$ cat src/rtl/sdram_pkg.sv
// Shared SDRAM controller constants: command codes, arbiter states, limits.
// Used by the write engine and the address generator.
package sdram_pkg;

  localparam logic [3:0] NOP = 4'b0111;
  localparam logic [3:0] PRE = 4'b0010;
  localparam logic [3:0] ACT = 4'b0011;
  localparam logic [3:0] RD  = 4'b0101;
  localparam logic [3:0] WR  = 4'b0100;

  localparam logic [4:0] AREF  = 5'b00000;
  localparam logic [4:0] READ  = 5'b01000;
  localparam logic [4:0] WRITE = 5'b10000;

  localparam logic [3:0]  CMD_END = 4'd12;
  localparam logic [8:0]  COL_END = 9'd508;
  localparam logic [11:0] ROW_END = 12'd4095;

  // Column address word; ap drives A10 (auto-precharge).
  function automatic logic [11:0] col_word(
    input logic [8:0] col,
    input logic       ap
  );
    return {1'b0, ap, 1'b0, col};
  endfunction

endpackage

$ cat src/rtl/sdram_wr_if.sv
// SDRAM command/data bus driven by a controller engine.
// master drives the bus, slave is the pad/mux side.
interface sdram_wr_if;

  logic [3:0]  sdram_cmd;
  logic [11:0] sdram_addr;
  logic [1:0]  sdram_bank;
  logic [15:0] sdram_dq;
  logic        sdram_dq_oe;

  modport master (
    output sdram_cmd,
    output sdram_addr,
    output sdram_bank,
    output sdram_dq,
    output sdram_dq_oe
  );

  modport slave (
    input sdram_cmd,
    input sdram_addr,
    input sdram_bank,
    input sdram_dq,
    input sdram_dq_oe
  );

endinterface

$ cat src/rtl/sdram_addr_gen.sv
// Sequential row/column counter, advanced by one 4-word burst per pulse.
// Wraps through all rows and columns back to 0.
module sdram_addr_gen
  import sdram_pkg::*;
(
  input  logic        sclk,
  input  logic        s_rst_n,
  input  logic        adv,
  output logic [11:0] row,
  output logic [8:0]  col
);

  always_ff @(posedge sclk or negedge s_rst_n) begin
    if (!s_rst_n) begin
      row <= '0;
      col <= '0;
    end else if (adv) begin
      if (col == COL_END) begin
        col <= '0;
        row <= (row == ROW_END) ? '0 : row + 12'd1;
      end else begin
        col <= col + 9'd4;
      end
    end
  end

endmodule

$ cat src/rtl/sdram_wr.sv
// SDRAM write engine: PRE/ACT/WR sequences with 4-beat bursts from a FIFO.
// Define SDRAM_WR_AUTO_PRE_EN for auto-precharge writes (ACT every burst).
module sdram_wr
  import sdram_pkg::*;
(
  input  logic        sclk,
  input  logic        s_rst_n,
  input  logic        wr_en,
  input  logic [4:0]  state,
  input  logic        ref_req,
  input  logic        key_wr,
  input  logic [15:0] wr_data,
  sdram_wr_if.master  bus,
  output logic        wr_req,
  output logic        flag_wr_end,
  output logic        fifo_rd_en
);

  logic [3:0]  cmd_cnt;
  logic        flag_act;
  logic [11:0] row;
  logic [8:0]  col;
  logic        in_wr;
  logic        pre_ok;
  logic        act_ok;
  logic [3:0]  nxt_cmd;
  logic [11:0] nxt_addr;

  assign in_wr = (state == WRITE);

`ifdef SDRAM_WR_AUTO_PRE_EN
  localparam logic AP = 1'b1;
  assign pre_ok = 1'b0;
  assign act_ok = 1'b1;
`else
  localparam logic AP = 1'b0;
  // A refresh closes the open row, so re-activate after one.
  assign pre_ok = (col == '0);
  assign act_ok = flag_act || (col == '0);
`endif

  sdram_addr_gen u_addr (
    .sclk    (sclk),
    .s_rst_n (s_rst_n),
    .adv     (flag_wr_end),
    .row     (row),
    .col     (col)
  );

  always_ff @(posedge sclk or negedge s_rst_n) begin
    if (!s_rst_n) begin
      cmd_cnt     <= '0;
      flag_wr_end <= 1'b0;
      flag_act    <= 1'b0;
      wr_req      <= 1'b0;
    end else begin
      cmd_cnt     <= in_wr ? cmd_cnt + 4'd1 : '0;
      flag_wr_end <= (cmd_cnt == CMD_END);
      if (flag_wr_end)
        flag_act <= ref_req;
      if (wr_en)
        wr_req <= 1'b0;
      else if (key_wr && !in_wr)
        wr_req <= 1'b1;
    end
  end

  always_comb begin
    nxt_cmd  = NOP;
    nxt_addr = row;
    unique case (1'b1)
      cmd_cnt == 4'd2: if (pre_ok) nxt_cmd = PRE;
      cmd_cnt == 4'd3: if (act_ok) nxt_cmd = ACT;
      cmd_cnt == 4'd4: begin
        nxt_cmd  = WR;
        nxt_addr = col_word(col, AP);
      end
      default: ;
    endcase
  end

  always_ff @(posedge sclk or negedge s_rst_n) begin
    if (!s_rst_n) begin
      bus.sdram_cmd   <= NOP;
      bus.sdram_addr  <= '0;
      bus.sdram_bank  <= '0;
      bus.sdram_dq    <= '0;
      bus.sdram_dq_oe <= 1'b0;
      fifo_rd_en      <= 1'b0;
    end else begin
      bus.sdram_cmd   <= nxt_cmd;
      bus.sdram_addr  <= nxt_addr;
      bus.sdram_bank  <= '0;
      bus.sdram_dq    <= wr_data;
      bus.sdram_dq_oe <= (cmd_cnt >= 4'd4) && (cmd_cnt <= 4'd7);
      fifo_rd_en      <= (cmd_cnt >= 4'd2) && (cmd_cnt <= 4'd5);
    end
  end

endmodule

$ cat src/flat_wrapper.sv
// flat-port wrapper written by rule: the top's interface ports become plain ports
module sdram_wr_flat import sdram_pkg::*;
  (sclk, s_rst_n, wr_en, state, ref_req, key_wr, wr_data, wr_req, flag_wr_end, fifo_rd_en, bus_sdram_cmd, bus_sdram_addr, bus_sdram_bank, bus_sdram_dq, bus_sdram_dq_oe);
  sdram_wr_if bus_i ();
  input  logic sclk;
  input  logic s_rst_n;
  input  logic wr_en;
  input  logic [4:0] state;
  input  logic ref_req;
  input  logic key_wr;
  input  logic [15:0] wr_data;
  output logic wr_req;
  output logic flag_wr_end;
  output logic fifo_rd_en;
  output wire logic [$bits(bus_i.sdram_cmd)-1:0] bus_sdram_cmd;
  output wire logic [$bits(bus_i.sdram_addr)-1:0] bus_sdram_addr;
  output wire logic [$bits(bus_i.sdram_bank)-1:0] bus_sdram_bank;
  output wire logic [$bits(bus_i.sdram_dq)-1:0] bus_sdram_dq;
  output wire logic [$bits(bus_i.sdram_dq_oe)-1:0] bus_sdram_dq_oe;
  assign bus_sdram_cmd = bus_i.sdram_cmd;
  assign bus_sdram_addr = bus_i.sdram_addr;
  assign bus_sdram_bank = bus_i.sdram_bank;
  assign bus_sdram_dq = bus_i.sdram_dq;
  assign bus_sdram_dq_oe = bus_i.sdram_dq_oe;
  sdram_wr u_core (.sclk(sclk), .s_rst_n(s_rst_n), .wr_en(wr_en), .state(state), .ref_req(ref_req), .key_wr(key_wr), .wr_data(wr_data), .bus(bus_i), .wr_req(wr_req), .flag_wr_end(flag_wr_end), .fifo_rd_en(fifo_rd_en));
endmodule
$ cat config.mk
export PLATFORM = sky130hd
export DESIGN_NAME = sdram_wr_flat
export DESIGN_NICKNAME = d
export VERILOG_FILES = /design/src/rtl/sdram_pkg.sv /design/src/rtl/sdram_wr_if.sv /design/src/rtl/sdram_addr_gen.sv /design/src/rtl/sdram_wr.sv /design/src/flat_wrapper.sv
export SDC_FILE = /design/constraint.sdc
export NUM_CORES = 1
export LEC_CHECK = 0
export ABC_AREA = 1
export CAP_MARGIN = 20
export CORE_AREA = 8 8 87 74
export CTS_CLUSTER_SIZE = 12
export DETAILED_ROUTE_END_ITERATION = 10
export DIE_AREA = 0 0 95 82
export PLACE_DENSITY = 0.87
export SLEW_MARGIN = 10
export SYNTH_ARGS = -nofsm -noshare
export SYNTH_HDL_FRONTEND = slang
export SYNTH_HIERARCHICAL = 1
export SYNTH_SLANG_ARGS = --single-unit
$ cat constraint.sdc
create_clock -name sclk -period 1.97 [get_ports sclk]
set_input_delay 0.394 -clock sclk [delete_from_list [all_inputs] [get_ports sclk]]
set_output_delay 0.394 -clock sclk [all_outputs]
set_load 0.1 [all_outputs]
==> results of run 1 <==
state kept, by name, indices dropped and copies added (netlist names):
register and cells:
u_core/u_addr/col 7, u_core/bus.sdram_dq_oe 1, u_core/bus.sdram_addr 12, u_core/u_addr/row 12, u_core/wr_req 1, u_core/bus.sdram_cmd 3
u_core/bus.sdram_dq 16, u_core/cmd_cnt 4, u_core/flag_wr_end 1, u_core/flag_act 1, u_core/fifo_rd_en 1
routing by layer:
layer	vias to the layer above	part of all wire (%)	GRT usage, %
met4	0	1.5	6.38
met3	9	11	7.12
met5	-	0	0
li1	946	-	-
met2	93	46	23.6
met1	896	41	16.1
power groups by stage:
stage / logic, W / registers, W / clock network [W]
floorplan: 0.0000397 / 0.00139 / 0
global placement: 0.000277 / 0.00126 / 0
detailed placement: 0.000281 / 0.00126 / 0
CTS: 0.000281 / 0.00124 / 0.00105
global route: 0.000290 / 0.00124 / 0.00112
finish: 0.000277 / 0.00124 / 0.00102
worst max-delay path, cell delays in order, from the launching register on:
cell                      delay (ns)
sky130_fd_sc_hd__dfrtp_1        0.43
sky130_fd_sc_hd__ha_1           0.18
sky130_fd_sc_hd__nand2_1        0.05
sky130_fd_sc_hd__inv_1          0.09
sky130_fd_sc_hd__nand3_2        0.27
sky130_fd_sc_hd__inv_2          0.29
sky130_fd_sc_hd__nand2_1        0.10
sky130_fd_sc_hd__nand2_1        0.07
sky130_fd_sc_hd__nand2_1        0.04
sky130_fd_sc_hd__nor2_1         0.08
cell usage after synthesis:
master                     instances  share of area [%]
sky130_fd_sc_hd__nor2_1           30                4.5
sky130_fd_sc_hd__nand3_1          14                2.8
sky130_fd_sc_hd__xnor2_1           2               0.70
sky130_fd_sc_hd__nor2_2            2               0.50
sky130_fd_sc_hd__o21ai_1           1               0.20
sky130_fd_sc_hd__clkinv_2          1               0.20
sky130_fd_sc_hd__buf_6             2               0.90
sky130_fd_sc_hd__dfstp_2           3                3.1
sky130_fd_sc_hd__inv_2             2               0.30
sky130_fd_sc_hd__a31oi_1           1               0.25
sky130_fd_sc_hd__ha_1              7                3.5
sky130_fd_sc_hd__o21ai_0           9                1.8
sky130_fd_sc_hd__dfrtp_1          56                 56
sky130_fd_sc_hd__nand2_4           1               0.45
sky130_fd_sc_hd__nor3b_1           1               0.30
sky130_fd_sc_hd__buf_4             6                1.8
sky130_fd_sc_hd__nor2_4            4                1.8
sky130_fd_sc_hd__nand2_2           2               0.50
sky130_fd_sc_hd__and3_1            1               0.25
sky130_fd_sc_hd__o21ai_2           3                1.0
sky130_fd_sc_hd__nand3_2           1               0.40
sky130_fd_sc_hd__nor3_1            5                1.0
sky130_fd_sc_hd__nand2_1          63                9.4
sky130_fd_sc_hd__conb_1            2               0.30
sky130_fd_sc_hd__nand4_1           3               0.75
sky130_fd_sc_hd__a211oi_1          1               0.30
sky130_fd_sc_hd__or2_2             1               0.25
sky130_fd_sc_hd__inv_1            27                4.0
sky130_fd_sc_hd__a21oi_1           9                1.8
sky130_fd_sc_hd__xor2_1            3                1.0
how the worst max path moves through the flow:
stage,from,cells past startpoint,slack (ns),endpoint
after floorplan,u_core/flag_wr_end$_DFF_PN0_,6,0.18,u_core/u_addr/row[3]$_DFFE_PN0P_
after CTS,u_core/u_addr/col[2]$_DFFE_PN0P_,9,0.32,u_core/u_addr/row[11]$_DFFE_PN0P_
after global placement,u_core/u_addr/col[2]$_DFFE_PN0P_,8,0.42,u_core/u_addr/row[11]$_DFFE_PN0P_
after global routing,u_core/u_addr/col[2]$_DFFE_PN0P_,9,0.19,u_core/u_addr/row[11]$_DFFE_PN0P_
after detailed placement,u_core/u_addr/col[2]$_DFFE_PN0P_,9,0.34,u_core/u_addr/row[11]$_DFFE_PN0P_
final,u_core/u_addr/col[2]$_DFFE_PN0P_,9,0.30,u_core/u_addr/row[11]$_DFFE_PN0P_
area by class of cell:
| cell class | count | area [um2] | area share (%) |
|---|---|---|---|
| clock buffer | 14 | 183 | 5.53 |
| sequential | 59 | 1480 | 44.8 |
| multi-input combinational | 169 | 860 | 26.0 |
| timing repair buffer | 61 | 578 | 17.5 |
| clock inverter | 1 | 7.51 | 0.227 |
| tap | 65 | 81.3 | 2.46 |
| inverter | 30 | 114 | 3.45 |
logic make-up after synthesis:
logic type,share of synthesized area (%)
other,0.299
flip-flops,59.0
XOR/XNOR,1.75
adder cells (fa/ha/maj),3.49
buffers and inverters,7.23
AND/OR/NAND/NOR,22.9
AO/OA/AOI/OAI,5.38
through the flow:
| stage | std cells | hold slack, ns | util, % | instance area [um2] |
|---|---|---|---|---|
| 6_report | 399 | 0.0505 | 64.3 | 3300 |
| 5_1_grt | 399 | 0.0559 | 64.3 | 3300 |
| 4_1_cts | 399 | 0.0505 | 64.3 | 3300 |
| 3_5_place_dp | 384 | 0.418 | 60.6 | 3110 |
| 3_3_place_gp | 384 | 0.415 | 60.6 | 3110 |
| 2_1_floorplan | 266 | 0.0984 | - | 2520 |
==> out/qor.log, run 1 <==
INFO  run_status     outcome=finished clean
INFO  pwr            cellLeakagePower=1.60nW
INFO  critical_path  start_kind=register
INFO  floorplanning  core=5130um2
INFO  pwr            maximum_resistive_drop_on_vdd=0.546mV
INFO  sta            final_min_period_over_clock_period=85.0%
INFO  global_routing first_global_vias=1887
INFO  clock_tree     clock_latency_on_the_worst_skew_pair=0.34ns
INFO  global_routing grt_first_pass_wirelength=8600um
INFO  sta            final_max_slew_viol_count=0
INFO  critical_path  arrival_time_reported_for_the_critical_path_endpoint=1.94ns
INFO  placement      dpl.hpwl=3920um
INFO  critical_path  worst_setup_path_end_kind=register
INFO  pwr            post-layout-total-power=0.00253W
INFO  synth          ys_seq_elements=59
INFO  finish         antennaDiodeCount=0
INFO  placement      place.gp.congestion=0.917
INFO  placement      place_ws=0.336ns
INFO  finish         area.growth.synth_to_final=31.6%
INFO  clock_tree     cts-buffers-inserted=9
INFO  finish         layout.cells.most_common=sky130_fd_sc_hd__nand2_1
INFO  route          routedWlPerCell=13.2um
INFO  clock_tree     library_cell_used_as_clock_root_buffer=sky130_fd_sc_hd__clkbuf_8
INFO  global_routing largest_net_degree_at_the_start_of_global_routing=60
INFO  critical_path  timing.reg2reg.worst_path_depth=9
INFO  sta            skew=0.00504ns
INFO  sta            timing.setup.tns=0ns
INFO  clock_tree     ctsHoldBuffers=0
INFO  pwr            power_density=766nW/um2
INFO  clock_tree     post_cts.repair.setup_buffers=0
INFO  pwr            p_int=0.00189W
INFO  clock_tree     clock_tree_sinks=59
INFO  pwr            p_clk_share=40.2%
INFO  clock_tree     cts.clk_slew.worst_paths=0.06ns
INFO  synth          post_synthesis_cells=263
INFO  route          totalWireLength=5250um
INFO  synth          postSynthAreaPerCell=9.54um2
INFO  global_routing groute.usage.overall=14.6%
INFO  finish         post_route_cells_drive_above_1_share=21.3%
INFO  critical_path  worstPathMaxFanout=12
INFO  sta            finalHoldViolations=0
INFO  route          final_antenna_net_count=0
INFO  pwr            swShare=25.3%
INFO  synth          synth-seq-area-share=59.0%
INFO  route          drt-initial-drc-count=178
INFO  floorplanning  die_h=82um
INFO  route          detail_route.first_pass.iterations=4
INFO  critical_path  critPathKind=register to register
INFO  finish         fillerInstances=381
INFO  floorplanning  dieArea=7790um2
INFO  floorplanning  die_width=95um
INFO  floorplanning  initial_utilization=48.9%
INFO  clock_tree     htree_levels=3
INFO  clock_tree     clock_tree_from_tritoncts=done
INFO  critical_path  cp.required=2.23ns
INFO  floorplanning  row_count=24
INFO  pwr            switching_power_total=0.000640W
INFO  synth          yosys_warnings=6
INFO  route          vias=1944
INFO  critical_path  timing.rr.start=u_core/u_addr/col[2]$_DFFE_PN0P_
INFO  run            max_cap_violations=0
INFO  worst_hold_path hold_path_class=input pin to asynchronous set/reset pin
INFO  route          avgViaCountPerCell=4.87
INFO  clock_tree     clock_tree.buffer_depth=2
INFO  synth          synth.distinct_cells=30
INFO  finish         nets=363
INFO  pwr            share_comb_of_total_power=11.0%
INFO  critical_path  r2r_end=u_core/u_addr/row[11]$_DFFE_PN0P_
INFO  sta            grt_setup_unrepaired=no
INFO  floorplanning  top_level_ports=64
INFO  sta            timing.fmax=597MHz
INFO  global_routing grt_remaining_overflow=0
INFO  placement      portBuffers=60
INFO  sta            setup_viol_count_final=0
INFO  sta            timing.final.ws_setup=0.296ns
INFO  finish         most_frequent_cells_in_the_layout=sky130_fd_sc_hd__nand2_1, sky130_fd_sc_hd__dfrtp_1, sky130_fd_sc_hd__buf_4, sky130_fd_sc_hd__nor2_1, sky130_fd_sc_hd__inv_1
INFO  sta            finalWorstPathRequiredPeriod=1.67ns
INFO  pwr            sequentialPowerShare=48.9%
INFO  route          route.detailed.drc=0
INFO  global_routing grt_antenna_before_repair=0
INFO  clock_tree     post_cts.resized_instances=0
INFO  critical_path  regToRegSetupSlack=0.30ns
INFO  synth          syn_area=2510um2
Power figures use the tool's default switching activity.
==> inputs of run 2 (changes only) <==
Settings changed: CORE_AREA 8 8 87 74 to 8 8 94 79, DIE_AREA 0 0 95 82 to 0 0 102 87, PLACE_DENSITY 0.87 to 0.79.
Clock period 1.97 ns to 1.3 ns, I/O delays scaled along.
==> run 2 against run 1 <==
The run now ends with setup timing left. Final area grew 27%. Non-clock buffer count grew 35. First-iteration DRC count shrank 33%. Final cell count grew 14%. Wire length grew 29%. Critical path depth shrank 2. Setup slack lost 0.40 ns. Die area grew 14%. Sequential power grew 52%. Clock skew grew 0.0035 ns. Critical path type unchanged. Critical endpoint is now u_core/u_addr/row[4]$_DFFE_PN0P_.
==> out/qor.log, run 2 (same netlist as run 1, synthesis figures left out) <==
INFO  run_status     outcome=finished, violations left
INFO  run_status     failing_checks=setup timing
INFO  pwr            power_density=1000nW/um2 [+31%]
INFO  critical_path  arrival_time_reported_for_the_critical_path_endpoint=1.61ns [-0.33 ns]
INFO  floorplanning  die_h=87um [+6.1%]
INFO  finish         most_frequent_cells_in_the_layout=sky130_fd_sc_hd__nand2_1, sky130_fd_sc_hd__dfrtp_1, sky130_fd_sc_hd__buf_12, sky130_fd_sc_hd__buf_4, sky130_fd_sc_hd__nor2_1
INFO  placement      portBuffers=60 [unchanged]
INFO  placement      dp_cell_count=424 [+10%]
INFO  floorplanning  die_width=102um [+7.4%]
INFO  finish         post_route_cells_drive_above_1_share=36.3% [+15 points]
INFO  route          routedWlPerCell=15.0um [+14%]
INFO  clock_tree     htree_levels=3 [unchanged]
INFO  critical_path  worstPathMaxFanout=4 [-8]
INFO  pwr            cellLeakagePower=1.94nW [+21%]
INFO  sta            final_max_slew_viol_count=0 [unchanged]
INFO  critical_path  critPathMostFrequentCell=sky130_fd_sc_hd__buf_4
INFO  finish         largest_registers_in_the_final_layout=u_core/bus.sdram_dq: 16 flops, u_core/bus.sdram_addr: 12 flops, u_core/u_addr/row: 12 flops
INFO  pwr            maximum_resistive_drop_on_vdd=0.625mV [+14%]
INFO  sta            timing.fmax=713MHz [+19%]
INFO  critical_path  slowest_stage=sky130_fd_sc_hd__dfrtp_1
INFO  floorplanning  row_count=26 [+8.3%]
INFO  worst_hold_path hold_path_class=input pin to asynchronous set/reset pin
INFO  clock_tree     cts.clk_slew.worst_paths=0.07ns [about the same]
INFO  floorplanning  top_level_ports=64 [unchanged]
INFO  finish         nets=398 [+9.6%]
INFO  finish         largest_register_ffs=16 [unchanged]
INFO  placement      detailed_place.area=3690um2 [+19%]
INFO  finish         fin_util=69.1% [+4.8 points]
INFO  sta            finalHoldViolations=0 [unchanged]
INFO  critical_path  worst_setup_path_end_kind=register
INFO  global_routing first_global_vias=2215 [+17%]
INFO  global_routing grt_remaining_overflow=0 [unchanged]
INFO  clock_tree     cts-buffers-inserted=9 [unchanged]
INFO  finish         largest-register=u_core/bus.sdram_dq
INFO  run            max_cap_violations=0 [unchanged]
INFO  finish         seq_area=1490um2 [+0.42%]
INFO  route          final_antenna_net_count=0 [unchanged]
INFO  route          totalWireLength=6780um [+29%]
INFO  sta            grt_setup_unrepaired=yes
INFO  clock_tree     clock_tree_sinks=59 [unchanged]
INFO  route          route.detailed.drc=0 [unchanged]
INFO  placement      dpl.hpwl=4720um [+21%]
INFO  finish         multi_input_logic_area=1000um2 [+16%]
INFO  clock_tree     clock_latency_on_the_worst_skew_pair=0.34ns [about the same]
INFO  finish         final_area=4180um2 [+27%]
INFO  floorplanning  dieArea=8870um2 [+14%]
INFO  finish         layout.cells.most_common=sky130_fd_sc_hd__nand2_1
INFO  critical_path  start_kind=register
INFO  clock_tree     library_cell_used_as_clock_root_buffer=sky130_fd_sc_hd__clkbuf_8
INFO  critical_path  worstPathCellList=ha_2 -> nand2_2 -> nor2_4 -> buf_4 -> buf_4 -> xnor2_1 -> o21ai_1
INFO  global_routing largest_net_degree_at_the_start_of_global_routing=34 [-43%]
INFO  route          detail_route.first_pass.iterations=4 [unchanged]
INFO  finish         fillerInstances=435 [+14%]
INFO  route          vias=2185 [+12%]
INFO  sta            skew=0.00857ns [+0.00353 ns]
INFO  placement      place.gp.congestion=0.899 [-2.0%]
INFO  critical_path  cp_num_buf_inv=2 [unchanged]
INFO  finish         antennaDiodeCount=0 [unchanged]
INFO  critical_path  cp.required=1.51ns [-0.72 ns]
INFO  finish         area.growth.synth_to_final=66.6%
INFO  global_routing grt_antenna_before_repair=0 [unchanged]
INFO  critical_path  critPathKind=register to register
INFO  route          avgViaCountPerCell=4.82 [-1.0%]
INFO  global_routing grt_first_pass_wirelength=10500um [+23%]
INFO  floorplanning  core=6050um2 [+18%]
INFO  clock_tree     clock_tree_from_tritoncts=done
INFO  floorplanning  initial_utilization=41.5% [-7.4 points]
INFO  pwr            post-layout-total-power=0.00420W [+66%]
INFO  sta            timing.final.ws_setup=-0.102ns [-0.398 ns]
INFO  sta            setup_viol_count_final=16 [+16]
INFO  clock_tree     clock_tree.buffer_depth=2 [unchanged]
INFO  global_routing groute.usage.overall=15.4% [+0.84 points]
INFO  route          drt-initial-drc-count=120 [-33%]
INFO  sta            final_min_period_over_clock_period=108% [+23 points]
INFO  sta            finalWorstPathRequiredPeriod=1.40ns [-0.272 ns]
INFO  critical_path  worst_path_largest_cell_delay=0.38ns [-0.05 ns]
INFO  sta            timing.setup.tns=-0.757ns [-0.757 ns]
INFO  critical_path  path_delay_family=flip-flops
INFO  finish         instances_no_fill=453 [+14%]
[run 2: cell types whose count changed in the layout (fill, tap and decap cells not counted), moves of 4 or more]
cell and delta:
sky130_fd_sc_hd__nand2_1 -8, sky130_fd_sc_hd__ha_1 -5, sky130_fd_sc_hd__nand2_2 +7, sky130_fd_sc_hd__buf_12 +31, sky130_fd_sc_hd__nor2_4 +4, sky130_fd_sc_hd__buf_6 +6
[run 2: repair_timing]
item,4_1_cts,5_1_grt
endpoints found under the hold margin,12,0
setup endpoints to repair,14,28
buffers inserted,5,9
pin swaps,8,11
hold buffers,1,0
gates resized for setup,17,30
[run 2: worst paths after layout]
path / start / to / slack [ns] / depth (start not counted)
max: u_core/u_addr/row[1]$_DFFE_PN0P_ / u_core/u_addr/row[4]$_DFFE_PN0P_ / -0.10 / 7
max reg2reg: u_core/u_addr/row[1]$_DFFE_PN0P_ / u_core/u_addr/row[4]$_DFFE_PN0P_ / -0.10 / 7
min in group sclk: wr_data[2] / u_core/bus.sdram_dq[2]$_DFF_PN0_ / 0.36 / 1
min: s_rst_n / u_core/bus.sdram_dq[11]$_DFF_PN0_ / 0.36 / 2
max in group asynchronous: s_rst_n / u_core/bus.sdram_cmd[1]$_DFF_PN1_ / 0.39 / 3
min reg2reg: u_core/u_addr/row[11]$_DFFE_PN0P_ / u_core/bus.sdram_addr[11]$_DFF_PN0_ / 0.52 / 2
[run 2: power by group]
part	internal, W	leakage, nW	switching, W	total (W)
registers	0.00187	0.765	0.0000252	0.00189
clock network	0.00111	0.108	0.000695	0.00181
logic	0.000188	1.06	0.000316	0.000504
total	0.00317	1.94	0.00104	0.00420
[run 2: cell type report]
type / instances / area share (%)
inverters: 30 / 2.87
well taps: 84 / 2.51
clock inverters: 5 / 1.86
multi-input cells: 169 / 23.9
clock buffers: 10 / 3.29
flip-flops and latches: 59 / 35.5
repair buffers: 96 / 30.0
[run 2: metal layers]
metal  vias to the layer above  GRT usage, %  routed length [um]
met1                      1056          18.6                2730
met3                        21          4.95                 526
met5                         -             0                   0
met4                         0          5.59                 192
met2                        94          25.1                3320
li1                       1014             -                   -
[run 2: worst register-to-register path, stage by stage (launching register included)]
cell and delay, ns:
sky130_fd_sc_hd__dfrtp_1 0.38, sky130_fd_sc_hd__ha_2 0.23, sky130_fd_sc_hd__nand2_2 0.09, sky130_fd_sc_hd__nor2_4 0.16, sky130_fd_sc_hd__buf_4 0.14, sky130_fd_sc_hd__buf_4 0.10
sky130_fd_sc_hd__xnor2_1 0.11, sky130_fd_sc_hd__o21ai_1 0.09
[run 2: through the flow]
step	hold slack (ns)	setup slack, ns
after floorplan	-0.0356	-0.0118
after global placement	0.175	-0.0152
after detailed placement	0.185	-0.0858
after CTS	0.345	-0.0729
after global routing	0.336	-0.162
final	0.359	-0.102
==> inputs of run 3 (changes only) <==
Settings changed: CORE_AREA 8 8 94 79 to 8 8 112 93, DIE_AREA 0 0 102 87 to 0 0 120 101, PLACE_DENSITY 0.79 to 0.58.
Clock period 1.3 ns to 1.5 ns, I/O delays scaled along.
==> run 3 against run 2 <==
The flow now finishes without violations. Clock-buffer cell count stayed put. Utilization shrank 24 points. Sequential share of layout area is 2.3 points higher. Non-clock buffer count decreased by 20. Hold slack gained 0.043 ns. Final cell count grew 2.4%. Global-route usage decreased by 4.9 points. Clock skew decreased by 0.0039 ns. Highest routed layer unchanged.
==> out/qor.log, run 3 (same netlist as run 1, synthesis figures left out) <==
INFO  run_status     outcome=finished clean
INFO  clock_tree     cts.clk_slew.worst_paths=0.06ns [about the same]
INFO  global_routing grt_first_pass_wirelength=9820um [-6.8%]
INFO  critical_path  worst_setup_path_end_kind=primary output
INFO  finish         antennaDiodeCount=0 [unchanged]
INFO  finish         largest_registers_in_the_final_layout=u_core/bus.sdram_dq: 16 flops, u_core/bus.sdram_addr: 12 flops, u_core/u_addr/row: 12 flops
INFO  floorplanning  die_width=120um [+18%]
INFO  global_routing grt_antenna_before_repair=0 [unchanged]
INFO  critical_path  worstPathMaxFanout=7 [+3]
INFO  finish         multi_input_logic_area=867um2 [-13%]
INFO  worst_hold_path hold_path_class=input pin to register
INFO  sta            grt_setup_unrepaired=no
INFO  route          top_signal_layer_used=met4
INFO  placement      dpl.hpwl=4570um [-3.2%]
INFO  global_routing largest_net_degree_at_the_start_of_global_routing=25 [-26%]
INFO  pwr            cellLeakagePower=1.81nW [-6.6%]
INFO  global_routing first_global_vias=1968 [-11%]
INFO  finish         area.growth.synth_to_final=56.1%
INFO  floorplanning  top_level_ports=64 [unchanged]
INFO  route          routedWlPerCell=12.6um [-16%]
INFO  critical_path  start_kind=register
INFO  run            max_cap_violations=0 [unchanged]
INFO  finish         most_frequent_cells_in_the_layout=sky130_fd_sc_hd__nand2_1, sky130_fd_sc_hd__dfrtp_1, sky130_fd_sc_hd__buf_12, sky130_fd_sc_hd__nor2_1, sky130_fd_sc_hd__inv_1
INFO  finish         fin_util=44.9% [-24 points]
INFO  route          final_antenna_net_count=0 [unchanged]
INFO  global_routing grt_remaining_overflow=0 [unchanged]
INFO  critical_path  critPathKind=register to primary output
INFO  sta            final_max_slew_viol_count=0 [unchanged]
INFO  sta            finalWorstPathRequiredPeriod=1.42ns
INFO  floorplanning  die_h=101um [+16%]
INFO  finish         layout.cells.most_common=sky130_fd_sc_hd__nand2_1
INFO  route          wl_met1=2810um [+2.7%]
INFO  critical_path  arrival_time_reported_for_the_critical_path_endpoint=1.12ns [-0.49 ns]
INFO  global_routing groute.usage.overall=10.5% [-4.9 points]
INFO  route          avgViaCountPerCell=4.19 [-13%]
INFO  sta            timing.setup.tns=0ns [+0.757 ns]
INFO  clock_tree     clock_latency_on_the_worst_skew_pair=0.33ns [about the same]
INFO  sta            final_min_period_over_clock_period=95.0%
INFO  sta            finalHoldViolations=0 [unchanged]
INFO  route          detail_route.first_pass.iterations=4 [unchanged]
INFO  floorplanning  dieArea=12100um2 [+37%]
INFO  sta            timing.fmax=702MHz
INFO  placement      portBuffers=60 [unchanged]
INFO  floorplanning  initial_utilization=28.8% [-13 points]
INFO  floorplanning  core=8730um2 [+44%]
INFO  critical_path  cp.required=1.20ns [-0.31 ns]
INFO  clock_tree     htree_levels=3 [unchanged]
INFO  finish         fillerInstances=826 [+90%]
INFO  route          detailroute.wirelength.met3=311um [-41%]
INFO  route          totalWireLength=5840um [-14%]
INFO  route          route.detailed.drc=0 [unchanged]
INFO  route          vias=1942 [-11%]
INFO  finish         largest_register_ffs=16 [unchanged]
INFO  sta            setup_viol_count_final=0 [-16]
INFO  clock_tree     cts-buffers-inserted=9 [unchanged]
INFO  clock_tree     library_cell_used_as_clock_root_buffer=sky130_fd_sc_hd__clkbuf_8
INFO  route          drt-initial-drc-count=94 [-22%]
INFO  finish         seq_area=1480um2 [-0.34%]
INFO  sta            skew=0.00469ns [-0.00388 ns]
INFO  clock_tree     clock_tree.buffer_depth=2 [unchanged]
INFO  pwr            maximum_resistive_drop_on_vdd=0.415mV [-34%]
INFO  clock_tree     clock_tree_from_tritoncts=done
INFO  finish         nets=378 [-5.0%]
INFO  finish         post_route_cells_drive_above_1_share=24.9% [-11 points]
INFO  placement      place.gp.congestion=0.816 [-9.2%]
INFO  route          routed-wl-met2=2640um [-21%]
INFO  clock_tree     clock_tree_sinks=59 [unchanged]
INFO  pwr            power_density=927nW/um2 [-7.7%]
INFO  floorplanning  row_count=31 [+19%]
INFO  finish         largest-register=u_core/bus.sdram_dq
## run 3: changes by cell type in the layout (fill, tap and decap cells not counted), sizes merged
cell,change
inv,-1
buf,-20
clkinv,+1
## run 3: through the flow
stage                     std cells  total power, W  hold WS [ns]  worst slack, ns  area [um2]
after floorplan                 266         0.00188       0.00441           0.0507        2520
after global placement          448         0.00210         0.264            0.148        3680
after detailed placement        448         0.00211         0.268           0.0610        3680
after CTS                       464         0.00369         0.382           0.0450        3910
after global routing            464         0.00378         0.383           0.0145        3920
final                           464         0.00363         0.403           0.0757        3920
## run 3: worst paths after layout
check	start	depth (start not counted)	endpoint	slack, ns
max	u_core/flag_wr_end$_DFF_PN0_	2	flag_wr_end	0.08
min	wr_data[8]	1	u_core/bus.sdram_dq[8]$_DFF_PN0_	0.40
max reg2reg	u_core/u_addr/row[1]$_DFFE_PN0P_	8	u_core/u_addr/row[10]$_DFFE_PN0P_	0.16
min reg2reg	u_core/u_addr/row[11]$_DFFE_PN0P_	2	u_core/bus.sdram_addr[11]$_DFF_PN0_	0.53
max in group asynchronous	s_rst_n	3	u_core/bus.sdram_cmd[2]$_DFF_PN1_	0.52
min in group asynchronous	s_rst_n	2	u_core/bus.sdram_dq[8]$_DFF_PN0_	0.45
## run 3: layer usage
layer  vias up  global-route usage [%]
li1        977                       -
met1       899                    13.5
met2        58                    15.3
met3         8                    4.65
met4         0                    3.74
met5         -                       0
## run 3: timing repair
action | in CTS | in global routing
buffers inserted | 0 | 0
hold buffers | 1 | 0
setup endpoints to repair | 0 | 3
gates resized for setup | 0 | 2
hold endpoints to repair | 16 | 0
## run 3: where the power goes
part / switching, W / leakage [nW] / internal (W) / total, W
combinational: 0.000274 / 0.931 / 0.000163 / 0.000437
clock: 0.000594 / 0.108 / 0.000964 / 0.00156
sequential: 0.0000206 / 0.769 / 0.00162 / 0.00164
total: 0.000888 / 1.81 / 0.00274 / 0.00363
## run 3: final cells by class
type	count	share of cell area (%)
clock buffer	10	3.51
clock inverter	5	1.98
inverter	30	2.97
multi-input combinational	169	22.1
sequential	59	37.8
tap	115	3.67
timing repair buffer	76	27.9
## run 3: worst max-delay path, cell delays in order, from the launching register on
cell and delay, ns:
sky130_fd_sc_hd__dfrtp_2 0.45, sky130_fd_sc_hd__buf_4 0.18, sky130_fd_sc_hd__buf_12 0.16
